`config.mk`:
```
export PLATFORM = sky130hd
export DESIGN_NAME = tft_spi_decoder
export DESIGN_NICKNAME = d
export VERILOG_FILES = /design/src/rtl/tft_pkg.sv /design/src/rtl/spi_byte_receiver.sv /design/src/rtl/tft_spi_decoder.sv
export SDC_FILE = /design/constraint.sdc
export NUM_CORES = 1
export LEC_CHECK = 0
export CORE_UTILIZATION = 40
export DETAILED_ROUTE_END_ITERATION = 8
export MAX_ROUTING_LAYER = met4
export PLACE_DENSITY_LB_ADDON = 0.05
export SLEW_MARGIN = 10
export SYNTH_ARGS = -nofsm -noshare
export SYNTH_HDL_FRONTEND = slang
export SYNTH_SLANG_ARGS = --single-unit
```
`constraint.sdc`:
```
create_clock -name clk -period 5 [get_ports clk]
set_input_delay 1 -clock clk [delete_from_list [all_inputs] [get_ports clk]]
set_output_delay 1 -clock clk [all_outputs]
set_load 0.005 [all_outputs]
```
`src/rtl/tft_pkg.sv`:
```
// Shared definitions for the TFT SPI command/pixel decoder: command codes,
// default panel extents and the decoder state encoding.
package tft_pkg;

  localparam logic [7:0] CMD_CASET = 8'h2A;
  localparam logic [7:0] CMD_PASET = 8'h2B;
  localparam logic [7:0] CMD_RAMWR = 8'h2C;

  localparam int DEFAULT_X_MAX = 239;
  localparam int DEFAULT_Y_MAX = 319;

  typedef enum logic [1:0] {
    ST_IDLE  = 2'd0,
    ST_CASET = 2'd1,
    ST_PASET = 2'd2,
    ST_RAMWR = 2'd3
  } dec_state_t;

endpackage

```
`src/rtl/spi_byte_receiver.sv`:
```
// SPI mode-0 serial-to-byte front end: synchronises the pins into the clk
// domain, shifts MSB first on spi_clk rising edges and strobes each full byte.
module spi_byte_receiver #(
  parameter int SYNC_STAGES = 2
) (
  input  logic       clk,
  input  logic       rst,
  input  logic       spi_clk,
  input  logic       spi_mosi,
  input  logic       spi_dc,
  input  logic       spi_cs,
  output logic       byte_valid,
  output logic [7:0] byte_data,
  output logic       byte_dc
);

  logic [SYNC_STAGES-1:0] sclk_sync;
  logic [SYNC_STAGES-1:0] mosi_sync;
  logic [SYNC_STAGES-1:0] dc_sync;
  logic [SYNC_STAGES-1:0] cs_sync;
  logic       sclk_s, mosi_s, dc_s, cs_s;
  logic       sclk_prev;
  logic       sclk_rise;
  logic [2:0] bit_cnt;
  logic [6:0] shift;

  // Chip select resets to its inactive (high) level so nothing is sampled
  // until the host really selects the device.
  always_ff @(posedge clk or negedge rst) begin
    if (!rst) begin
      sclk_sync <= '0;
      mosi_sync <= '0;
      dc_sync   <= '0;
      cs_sync   <= '1;
    end else begin
      sclk_sync[0] <= spi_clk;
      mosi_sync[0] <= spi_mosi;
      dc_sync[0]   <= spi_dc;
      cs_sync[0]   <= spi_cs;
      for (int i = 1; i < SYNC_STAGES; i++) begin
        sclk_sync[i] <= sclk_sync[i-1];
        mosi_sync[i] <= mosi_sync[i-1];
        dc_sync[i]   <= dc_sync[i-1];
        cs_sync[i]   <= cs_sync[i-1];
      end
    end
  end

  assign sclk_s    = sclk_sync[SYNC_STAGES-1];
  assign mosi_s    = mosi_sync[SYNC_STAGES-1];
  assign dc_s      = dc_sync[SYNC_STAGES-1];
  assign cs_s      = cs_sync[SYNC_STAGES-1];
  assign sclk_rise = sclk_s & ~sclk_prev;

  always_ff @(posedge clk or negedge rst) begin
    if (!rst) begin
      sclk_prev  <= 1'b0;
      bit_cnt    <= 3'd0;
      shift      <= 7'd0;
      byte_valid <= 1'b0;
      byte_data  <= 8'd0;
      byte_dc    <= 1'b0;
    end else begin
      byte_valid <= 1'b0;
      sclk_prev  <= sclk_s;
      if (cs_s) begin
        bit_cnt <= 3'd0;
      end else if (sclk_rise) begin
        shift   <= {shift[5:0], mosi_s};
        bit_cnt <= bit_cnt + 3'd1;
        if (bit_cnt == 3'd7) begin
          byte_valid <= 1'b1;
          byte_data  <= {shift, mosi_s};
          byte_dc    <= dc_s;
        end
      end
    end
  end

endmodule

```
`src/rtl/tft_spi_decoder.sv`:
```
// TFT panel SPI snooper: decodes CASET/PASET/RAMWR traffic into a window,
// a pixel cursor and one RGB565 pixel strobe per pair of RAMWR data bytes.
module tft_spi_decoder
  import tft_pkg::*;
#(
  parameter int SYNC_STAGES = 2,
  parameter int X_MAX       = DEFAULT_X_MAX,
  parameter int Y_MAX       = DEFAULT_Y_MAX
) (
  input  logic        clk,
  input  logic        rst,
  input  logic        spi_clk,
  input  logic        spi_mosi,
  input  logic        spi_dc,
  input  logic        spi_cs,
  output logic        byte_valid,
  output logic [7:0]  byte_data,
  output logic        byte_dc,
  output logic        pixel_valid,
  output logic [8:0]  pixel_x,
  output logic [8:0]  pixel_y,
  output logic [15:0] pixel_color,
  output logic [7:0]  last_cmd
);

  localparam logic [8:0] X_END = 9'(X_MAX);
  localparam logic [8:0] Y_END = 9'(Y_MAX);

  dec_state_t state;
  logic [2:0] param_idx;
  logic       start_hi, end_hi;
  logic [7:0] start_lo;
  logic [8:0] xs, xe, ys, ye;
  logic [8:0] cur_x, cur_y;
  logic [8:0] nxt_x, nxt_y;
  logic       phase;
  logic [7:0] color_hi;

  spi_byte_receiver #(.SYNC_STAGES(SYNC_STAGES)) u_rx (
    .clk        (clk),
    .rst        (rst),
    .spi_clk    (spi_clk),
    .spi_mosi   (spi_mosi),
    .spi_dc     (spi_dc),
    .spi_cs     (spi_cs),
    .byte_valid (byte_valid),
    .byte_data  (byte_data),
    .byte_dc    (byte_dc)
  );

  // A start beyond the end fails x<xe immediately, so every pixel wraps a row.
  always_comb begin
    nxt_x = cur_x;
    nxt_y = cur_y;
    if (cur_x < xe) begin
      nxt_x = cur_x + 9'd1;
    end else begin
      nxt_x = xs;
      nxt_y = (cur_y >= ye) ? ys : cur_y + 9'd1;
    end
  end

  always_ff @(posedge clk or negedge rst) begin
    if (!rst) begin
      state       <= ST_IDLE;
      param_idx   <= 3'd0;
      start_hi    <= 1'b0;
      start_lo    <= 8'd0;
      end_hi      <= 1'b0;
      xs          <= 9'd0;
      xe          <= X_END;
      ys          <= 9'd0;
      ye          <= Y_END;
      cur_x       <= 9'd0;
      cur_y       <= 9'd0;
      phase       <= 1'b0;
      color_hi    <= 8'd0;
      last_cmd    <= 8'd0;
      pixel_valid <= 1'b0;
      pixel_x     <= 9'd0;
      pixel_y     <= 9'd0;
      pixel_color <= 16'd0;
    end else begin
      pixel_valid <= 1'b0;
      if (byte_valid && !byte_dc) begin
        last_cmd  <= byte_data;
        param_idx <= 3'd0;
        phase     <= 1'b0;
        case (byte_data)
          CMD_CASET: state <= ST_CASET;
          CMD_PASET: state <= ST_PASET;
          CMD_RAMWR: begin
            state <= ST_RAMWR;
            cur_x <= xs;
            cur_y <= ys;
          end
          default:   state <= ST_IDLE;
        endcase
      end else if (byte_valid) begin
        case (state)
          ST_CASET, ST_PASET: begin
            // Only the bits that survive 9-bit truncation are staged.
            if (param_idx < 3'd4) begin
              param_idx <= param_idx + 3'd1;
              case (param_idx)
                3'd0:    start_hi <= byte_data[0];
                3'd1:    start_lo <= byte_data;
                3'd2:    end_hi   <= byte_data[0];
                default: begin
                  if (state == ST_CASET) begin
                    xs <= {start_hi, start_lo};
                    xe <= {end_hi, byte_data};
                  end else begin
                    ys <= {start_hi, start_lo};
                    ye <= {end_hi, byte_data};
                  end
                end
              endcase
            end
          end
          ST_RAMWR: begin
            if (!phase) begin
              color_hi <= byte_data;
              phase    <= 1'b1;
            end else begin
              phase       <= 1'b0;
              pixel_valid <= 1'b1;
              pixel_x     <= cur_x;
              pixel_y     <= cur_y;
              pixel_color <= {color_hi, byte_data};
              cur_x       <= nxt_x;
              cur_y       <= nxt_y;
            end
          end
          default: ;
        endcase
      end
    end
  end

endmodule
```
# == Word level (Yosys, flattened, before mapping) ==
# Index checks and enable logic that the tools add are counted.
# W data, S select, Z words.
# op_classes
add_sub_neg,4
order_cmp,3
eq_ne,11
muxes,31
n_bitwise,7
reduce_logical,24
# op_table
operator,count
$mux W9,13
$eq A8 B6 Y1 const B,3
$reduce_and A5 Y1,4
$add A9 B1 Y9 const B,2
$mux W3,6
$reduce_and A4 Y1,3
$reduce_and A6 Y1,2
$reduce_bool A2 Y1,6
$mux W1,11
$ge A9 B9 Y1,1
$lt A9 B9 Y1,1
$add A3 B1 Y3 const B,2
$not A1 Y1,6
$pmux W2 S3,1
$reduce_and A3 Y1,2
$eq A2 B2 Y1 const B,2
$ne A2 B1 Y1 const B,2
$reduce_and A2 Y1,2
$eq A3 B1 Y1 const B,1
$eq A3 B2 Y1 const B,1
$eq A3 B3 Y1 const B,1
$logic_not A3 Y1,1
$lt A3 B3 Y1 const B,1
$reduce_or A3 Y1,1
other kinds (5),5
# totals
regBits,150
input_bits,6
out_inout_bits,53

# == Depth between registers and ports, before layout ==
# Gate-level depths: netlist of run 1.
# logic_depth
ltp_word,7
ltp_mapped,9

# == Cells and area by module ==
# Synthesis of run 1 repeated with hierarchy kept, for this count alone.
# hier_totals
hier_cells,604
hier_area_um2,6590.1
# modules_own_cells
mod,instances,cells_per_inst,area_per_inst_um2
tft_spi_decoder,1,546,5561.6
spi_byte_receiver,1,58,1028.5

# == Worst setup path before layout of run 1 ==
# No wires, ideal clock.
# synth_timing
path_type,reg2reg
start,reg ye[0]
end,reg cur_y[8]
setup_ps,123
arrival_time_ps,2081
required_ps,4877
slack_ps,2795
stages_incl_launch_ff,9
cell_sequence,dfstp_2 ha_1 nand2b_1 a2111o_1 a221oi_2 buf_2 o21ai_0 a21oi_2 a21oi_1
# synth_via
elab_chain_len,7
# synth_rtl
element,line,source
"start, declared",tft_spi_decoder.sv:33,"logic [8:0] xs, xe, ys, ye;"
"start signal, assigned",tft_spi_decoder.sv:115,"ye <= {end_hi, byte_data};"
$ge A9 B9 Y1,tft_spi_decoder.sv:59,nxt_y = (cur_y >= ye) ? ys : cur_y + 9'd1;
$mux W9,tft_spi_decoder.sv:59,
$mux W9,tft_spi_decoder.sv:55,if (cur_x < xe) begin
$mux W9,tft_spi_decoder.sv:122,if (!phase) begin
$mux W9,tft_spi_decoder.sv:100,case (state)
$mux W9,tft_spi_decoder.sv:99,end else if (byte_valid) begin
$mux W9,tft_spi_decoder.sv:85,if (byte_valid && !byte_dc) begin
"end signal, assigned",tft_spi_decoder.sv:95,cur_y <= ys;
"end signal, assigned",tft_spi_decoder.sv:132,cur_y <= nxt_y;
"end, declared",tft_spi_decoder.sv:34,"logic [8:0] cur_x, cur_y;"
# Every way passes these cells. The select of a mux whose other input is x is not followed.
# A chain may end at the register's enable or synchronous reset.

# == Final worst setup path of run 1 ==
# layout_timing
start,reg state[0]
end,reg cur_y[0]
# layout_via
elab_chain_len,3
# layout_rtl
element,line,source
"start, declared",tft_spi_decoder.sv:29,dec_state_t state;
"start signal, assigned",tft_spi_decoder.sv:65,state <= ST_IDLE;
"start signal, assigned",tft_spi_decoder.sv:90,CMD_CASET: state <= ST_CASET;
"start signal, assigned",tft_spi_decoder.sv:91,CMD_PASET: state <= ST_PASET;
$eq A2 B2 Y1,tft_spi_decoder.sv:100,
$reduce_bool A2 Y1 (no source line),n/a,
$reduce_and A5 Y1 (no source line),n/a,
# Every way passes these cells.

==> flow_summary_export.csv, run 1 <==
group,metric,value,unit
yosys,netlist_area,6600,µm²
cts,cts.repair.resized,0,
setup_path,cp-startpoint,"state[0]",
yosys,ys_seq_elements,150,
sta,skew,5.80,ps
detailed_routing,first_pass_iters,4,
placed_design,portBuffers,58,
power,internal-power,2.22,mW
floorplanning,coreArea,16000,µm²
yosys,synth_xor_area_share,0.266,%
hold_path,hp-start,"u_rx.dc_sync[0]",
yosys,synth_compound_area_share,8.08,%
yosys,synth-simple-area-share,12.3,%
sta,setup_viol_count_final,0,
hold_path,hold_class,"flop to flop",
layout,area_growth,21.9,%
power,power_switching,0.531,mW
setup_path,crit_arrival,3160,ps
power,p_per_area,342,nW/µm²
cts,htree_levels,4,
detailed_routing,dr_total_vias,4351,
floorplanning,die_h,130,µm
sta,holdWs,351,ps
floorplanning,io_pins,59,
grt,grt_pass1_wl,22900,µm
setup_path,reg2reg_from,"state[0]",
setup_path,crit_fanout,38,
setup_path,critPathCaptureType,"flop",
cts,cts_root_buf,"clkbuf_16",
sta,slew_violations,0,
power,power_frac_seq,45.9,%
floorplanning,die_x,130,µm
detailed_routing,via_per_inst,5.03,
sta,worstMarginPinSlew,1010,ps
setup_path,crit_chain,"ha_1 -> nand4_1 -> buf_4 -> clkinv_1 -> buf_4 -> o21ai_0 -> o21bai_2 -> o21ai_0 -> o21ai_0",
yosys,synthAdderAreaFrac,5.12,%
detailed_routing,ant_nets,0,
placed_design,hpwl,9250,µm
grt,grt_pass1_vias,4298,
yosys,synth-main-ff-cell,"dfrtp_1",
sta,tns,0,ps
yosys,yosysWarningCount,0,
floorplanning,rows,46,
power,finalPower,2.75,mW
placed_design,placedCellCount,832,
yosys,synth_edf_count,0,
layout,layoutNonFillerInstCount,865,
setup_path,critPathMaxStageDelay,690,ps
cts,cts.sinks,150,
grt,grt_start_max_net_pins,63,
yosys,synth_top_family_by_area,"multiplexers",
yosys,ys_seq_area_share,57.2,%
power,clockPowerShare,52.1,%
floorplanning,start_util,41.2,%
cts,numCtsBuffers,17,
power,p_sw_share,19.3,%
sta,max_freq,354,MHz
yosys,netlist_instances,580,
flow_run,maxCapViolations,0,
sta,relSlewSlack,32.9,%
yosys,synth_nets,613,
cts,cts_tree,"yes",
placed_design,place_area,7360,µm²
power,ir_drop,0.237,mV
sta,grt_setup_unrepaired,"no",
placed_design,place_congestion,0.758,
layout,nNetsFinal,669,
yosys,synthDistinctLibCells,45,
sta,finalCriticalPeriod,2830,ps
layout,layout-drive-gt1-share,20.3,%
cts,cts.clk_slew.worst_paths,60,ps
power,p_leak,3.81,nW
grt,overflow,0,
cts,clk_path_buf_depth,2,
detailed_routing,drc,0,
grt,antenna_found_initial,0,
yosys,async_reset_ff_share,100,%
layout,final_area,8040,µm²
detailed_routing,drtIter0Drc,173,
grt,track_usage,18.8,%
setup_path,crit_required,5330,ps
power,combPwrFrac,2.0,%
cts,post_cts_buffers,0,
setup_path,critical_path.most_common_cell,"o21ai_0",
setup_path,critPathSlowestCell,"o21bai_2",
yosys,synthMuxAreaShare,13.6,%
layout,antennaDiodeCount,0,
detailed_routing,wl_per_cell,16.3,µm
sta,fin_crit_sh,56.6,%
detailed_routing,routed_wl,14100,µm
floorplanning,fp.dieArea,17000,µm²
setup_path,cp-start-kind,"flop",
cts,cts_hold_buf,0,
yosys,syn-mean-instance-area,11.4,µm²
outcome,status,"finished, final reports clean",
sta,final_hold_viol_count,0,
setup_path,criticalPathCategory,"flop to flop",
cts,insertion_delay,420,ps
[sequential cells by signal, indices dropped and copies added (netlist names), 9 cells and up]
name,cells
cur_x,9
ye,9
ys,9
xs,9
pixel_color,16
pixel_y,9
xe,9
pixel_x,9
cur_y,9
[cell usage after synthesis, drive strengths merged (2+ instances only)]
library cell / n / share of area (%)
ha: 27 / 5.1
nor3: 7 / 0.53
a211oi: 2 / 0.23
nand4: 5 / 0.47
nor2: 16 / 0.91
a21oi: 17 / 1.4
buf: 12 / 1.1
nand2b: 8 / 0.76
o2bb2ai: 6 / 0.80
o21ai: 39 / 3.0
dfrtp: 134 / 51
mux2: 70 / 12
nor2b: 2 / 0.19
and3: 5 / 0.47
inv: 26 / 1.5
mux2i: 11 / 1.7
a2111o: 2 / 0.34
dfstp: 16 / 6.4
clkbuf: 14 / 0.80
nand3: 12 / 0.91
nand2: 125 / 7.1
o31ai: 2 / 0.23
o22ai: 2 / 0.19
nand3b: 2 / 0.23
[layer usage]
| metal | routed length (µm) | global-route usage (%) | up-vias |
|---|---|---|---|
| met5 | 0 | - | - |
| met4 | 169 | 6.69 | 0 |
| met3 | 402 | 4.07 | 16 |
| met2 | 6910 | 30.2 | 76 |
| met1 | 6590 | 23.6 | 2172 |
| li1 | - | - | 2087 |
[worst max-delay path, delay by kind of cell, from the launching register on]
family	cells	cell delay, ps
DFF	1	370
buffers and inverters	3	720
adders and majority gates	1	240
and+or+nand+nor	1	120
AOI/OAI and AO/OA	4	1270
[placed cells by master (no fill, tap or decap), types with 2 or more instances in the layout]
| cell type | n |
|---|---|
| ha_1 | 27 |
| mux2i_1 | 11 |
| nand4_1 | 5 |
| a21oi_1 | 15 |
| nand3b_1 | 2 |
| a211oi_1 | 2 |
| a21oi_2 | 2 |
| dfrtp_1 | 134 |
| clkinv_2 | 2 |
| nor2_1 | 16 |
| clkbuf_16 | 17 |
| o2bb2ai_1 | 6 |
| buf_4 | 5 |
| clkbuf_8 | 5 |
| nor3_1 | 7 |
| nand2_1 | 125 |
| o31ai_1 | 2 |
| inv_1 | 26 |
| nand3_1 | 12 |
| o21ai_0 | 39 |
| clkbuf_1 | 2 |
| mux2_2 | 70 |
| o22ai_1 | 2 |
| a2111o_1 | 2 |
| bufinv_16 | 5 |
| clkdlybuf4s50_1 | 57 |
| and3_1 | 5 |
| nand2b_1 | 8 |
| nor2b_1 | 2 |
| dfstp_2 | 16 |
[per-stage QoR]
stage	util [%]	worst slack, ps
2_1_floorplan	-	2800
3_5_place_dp	46.0	1890
4_1_cts	50.2	1840
3_3_place_gp	46.0	2050
6_report	50.3	2170
5_1_grt	50.3	1890
[power groups by stage]
stage | logic [mW] | clock network [mW] | registers [mW]
floorplan | 0.0249 | 0 | 1.28
global placement | 0.0559 | 0 | 1.28
detailed placement | 0.0580 | 0 | 1.28
CTS | 0.0581 | 1.47 | 1.26
global route | 0.0646 | 1.52 | 1.26
finish | 0.0552 | 1.43 | 1.26
[cells by family after synthesis]
logic type | Yosys count
flops | 150
fa+ha+maj | 27
buf+inv | 53
simple gates | 187
xor+xnor | 2
mux | 81
compound gates | 80
[layout make-up]
| cell class | instances | area [µm²] |
|---|---|---|
| Timing Repair Buffer | 63 | 619 |
| Fill cell | 1520 | 7960 |
| Sequential cell | 150 | 3770 |
| Clock inverter | 8 | 168 |
| Multi-Input combinational cell | 377 | 2610 |
| Clock buffer | 24 | 502 |
| Inverter | 27 | 101 |
| Tap cell | 216 | 270 |
[final timing paths]
check | slack [ps] | cells after the start | endpoint
setup / recovery | 2170 | 9 | cur_y[0]
hold / removal | 350 | 0 | u_rx.dc_sync[1]
setup reg to reg | 2170 | 9 | cur_y[0]
hold reg to reg | 350 | 0 | u_rx.dc_sync[1]
max in group asynchronous | 3380 | 2 | u_rx.sclk_prev
min in group asynchronous | 550 | 1 | pixel_x[4]
(Power assumes the default switching activity.)
==> run 2, diff against run 1 <==
Clock period 5 ns to 2.5 ns, I/O delays scaled along.
==> flow_summary_export.csv, run 2 (same netlist as run 1, synthesis figures left out) <==
group,metric,value,unit
floorplanning,die_x,130,µm
layout,nNetsFinal,693,
layout,area_growth,24.6,%
flow_run,maxCapViolations,0,
detailed_routing,drc,0,
layout,antennaDiodeCount,0,
setup_path,cp-start-kind,"flop",
setup_path,crit_arrival,2640,ps
layout,layoutNonFillerInstCount,889,
detailed_routing,drtIter0Drc,172,
detailed_routing,first_pass_iters,4,
layout,largest_reg_flops,16,
outcome,status,"finished, final reports clean",
floorplanning,start_util,41.2,%
placed_design,place_ws,33.4,ps
sta,finalCriticalPeriod,2350,ps
cts,cts.sinks,150,
placed_design,placedCellCount,853,
layout,fin_util,51.4,%
sta,skew,11.3,ps
sta,worstMarginPinSlew,756,ps
floorplanning,fp.dieArea,17000,µm²
floorplanning,die_h,130,µm
detailed_routing,via_per_inst,5.02,
sta,relSlewSlack,49.4,%
setup_path,critPathCaptureType,"flop",
power,ir_drop,0.470,mV
cts,cts_root_buf,"clkbuf_16",
setup_path,crit_required,2800,ps
sta,setup_viol_count_final,0,
layout,layout_common_cells,"dfrtp_1 (133), nand2_1 (125), mux2_2 (70), clkdlybuf4s50_1 (57), o21ai_0 (39)",
cts,numCtsBuffers,17,
setup_path,criticalPathCategory,"flop to flop",
sta,max_freq,426,MHz
power,finalPower,5.30,mW
placed_design,portBuffers,58,
grt,grt_pass1_wl,24100,µm
sta,fin_crit_sh,93.8,%
cts,htree_levels,4,
sta,tns,0,ps
floorplanning,coreArea,16000,µm²
sta,slew_violations,0,
grt,overflow,0,
cts,clk_path_buf_depth,2,
layout,top_register,"pixel_color",
setup_path,crit_fanout,6,
power,p_per_area,644,nW/µm²
layout,layout-drive-gt1-share,22.9,%
layout,final_common_cell,"dfrtp_1",
sta,grt_setup_unrepaired,"no",
cts,cts_hold_buf,0,
placed_design,place_congestion,0.790,
sta,final_hold_viol_count,0,
floorplanning,io_pins,59,
grt,grt_pass1_vias,4487,
grt,track_usage,19.6,%
cts,cts_tree,"yes",
hold_path,hold_class,"primary input to asynchronous set/reset pin",
sta,layout_setup_ws,154,ps
placed_design,hpwl,9900,µm
grt,antenna_found_initial,0,
detailed_routing,ant_nets,0,
detailed_routing,wl_per_cell,16.4,µm
detailed_routing,routed_wl,14600,µm
floorplanning,rows,46,
detailed_routing,dr_total_vias,4461,
power,p_leak,3.91,nW
grt,grt_start_max_net_pins,55,
cts,insertion_delay,420,ps
cts,cts.clk_slew.worst_paths,60,ps
layout,fillers,1469,
-- run 2: cell count changes in the layout (fill, tap and decap cells not counted), sizes merged --
cell      delta
clkinvlp     +1
buf         +23
bufinv       -1
clkinv       +1
-- run 2: final cells by class --
class	count	area (µm²)	share of cell area [%]
sequential	150	3770	45.9
inverter	27	101	1.23
clock inverter	9	154	1.87
multi-input combinational	377	2620	31.9
timing repair buffer	87	841	10.2
clock buffer	23	458	5.57
tap	216	270	3.29
-- run 2: power breakdown --
part	total [mW]	leakage (nW)	internal [mW]	switching (mW)
Clock	2.66	0.291	1.70	0.965
Combinational	0.117	1.61	0.0535	0.0639
Sequential	2.52	2.01	2.49	0.0320
-- run 2: per-stage QoR --
step | area, µm² | hold slack, ps
finish | 8220 | 42.8
global route | 8220 | 73.4
CTS | 8150 | 43.9
detailed placement | 7540 | 341
global placement | 7540 | 334
floorplan | 6600 | 204
-- run 2: final timing paths --
check / slack [ps] / startpoint / endpoint / cells past startpoint
worst min-delay path: 40 / rst / pixel_color[1] / 1
min in group clk: 350 / u_rx.mosi_sync[0] / u_rx.mosi_sync[1] / 0
worst max-delay path: 150 / xe[1] / cur_x[0] / 7
worst max register to register: 150 / xe[1] / cur_x[0] / 7
worst min register to register: 350 / u_rx.mosi_sync[0] / u_rx.mosi_sync[1] / 0
max in group asynchronous: 1750 / rst / ye[5] / 2
-- run 2: worst max-delay path, stage by stage, from the launching register on --
cell and delay, ps:
dfstp_2 530, inv_1 40, ha_1 270, a2111o_1 430
a2111oi_4 360, o21bai_4 150, buf_4 170, a221o_1 280
-- run 2: layer usage --
layer | wire length (µm) | GRT usage, % | share of wire [%] | up-vias
li1 | - | - | - | 2136
met1 | 6890 | 25.7 | 47 | 2234
met3 | 484 | 3.95 | 3.3 | 14
met4 | 197 | 6.90 | 1.4 | 0
met5 | 0 | - | 0 | -
met2 | 6990 | 30.4 | 48 | 77
-- run 2: timing repair --
item,4_1_cts,5_1_grt
setup buffers,0,3
gates resized for setup,0,5
endpoints found under the setup margin,0,10
==> run 3, diff against run 2 <==
Settings changed: SLEW_MARGIN 10 to default, TNS_END_PERCENT from default to 5.
==> results of run 3 <==
Same layout as run 2: the final DEF is identical, and so are final timing and power.
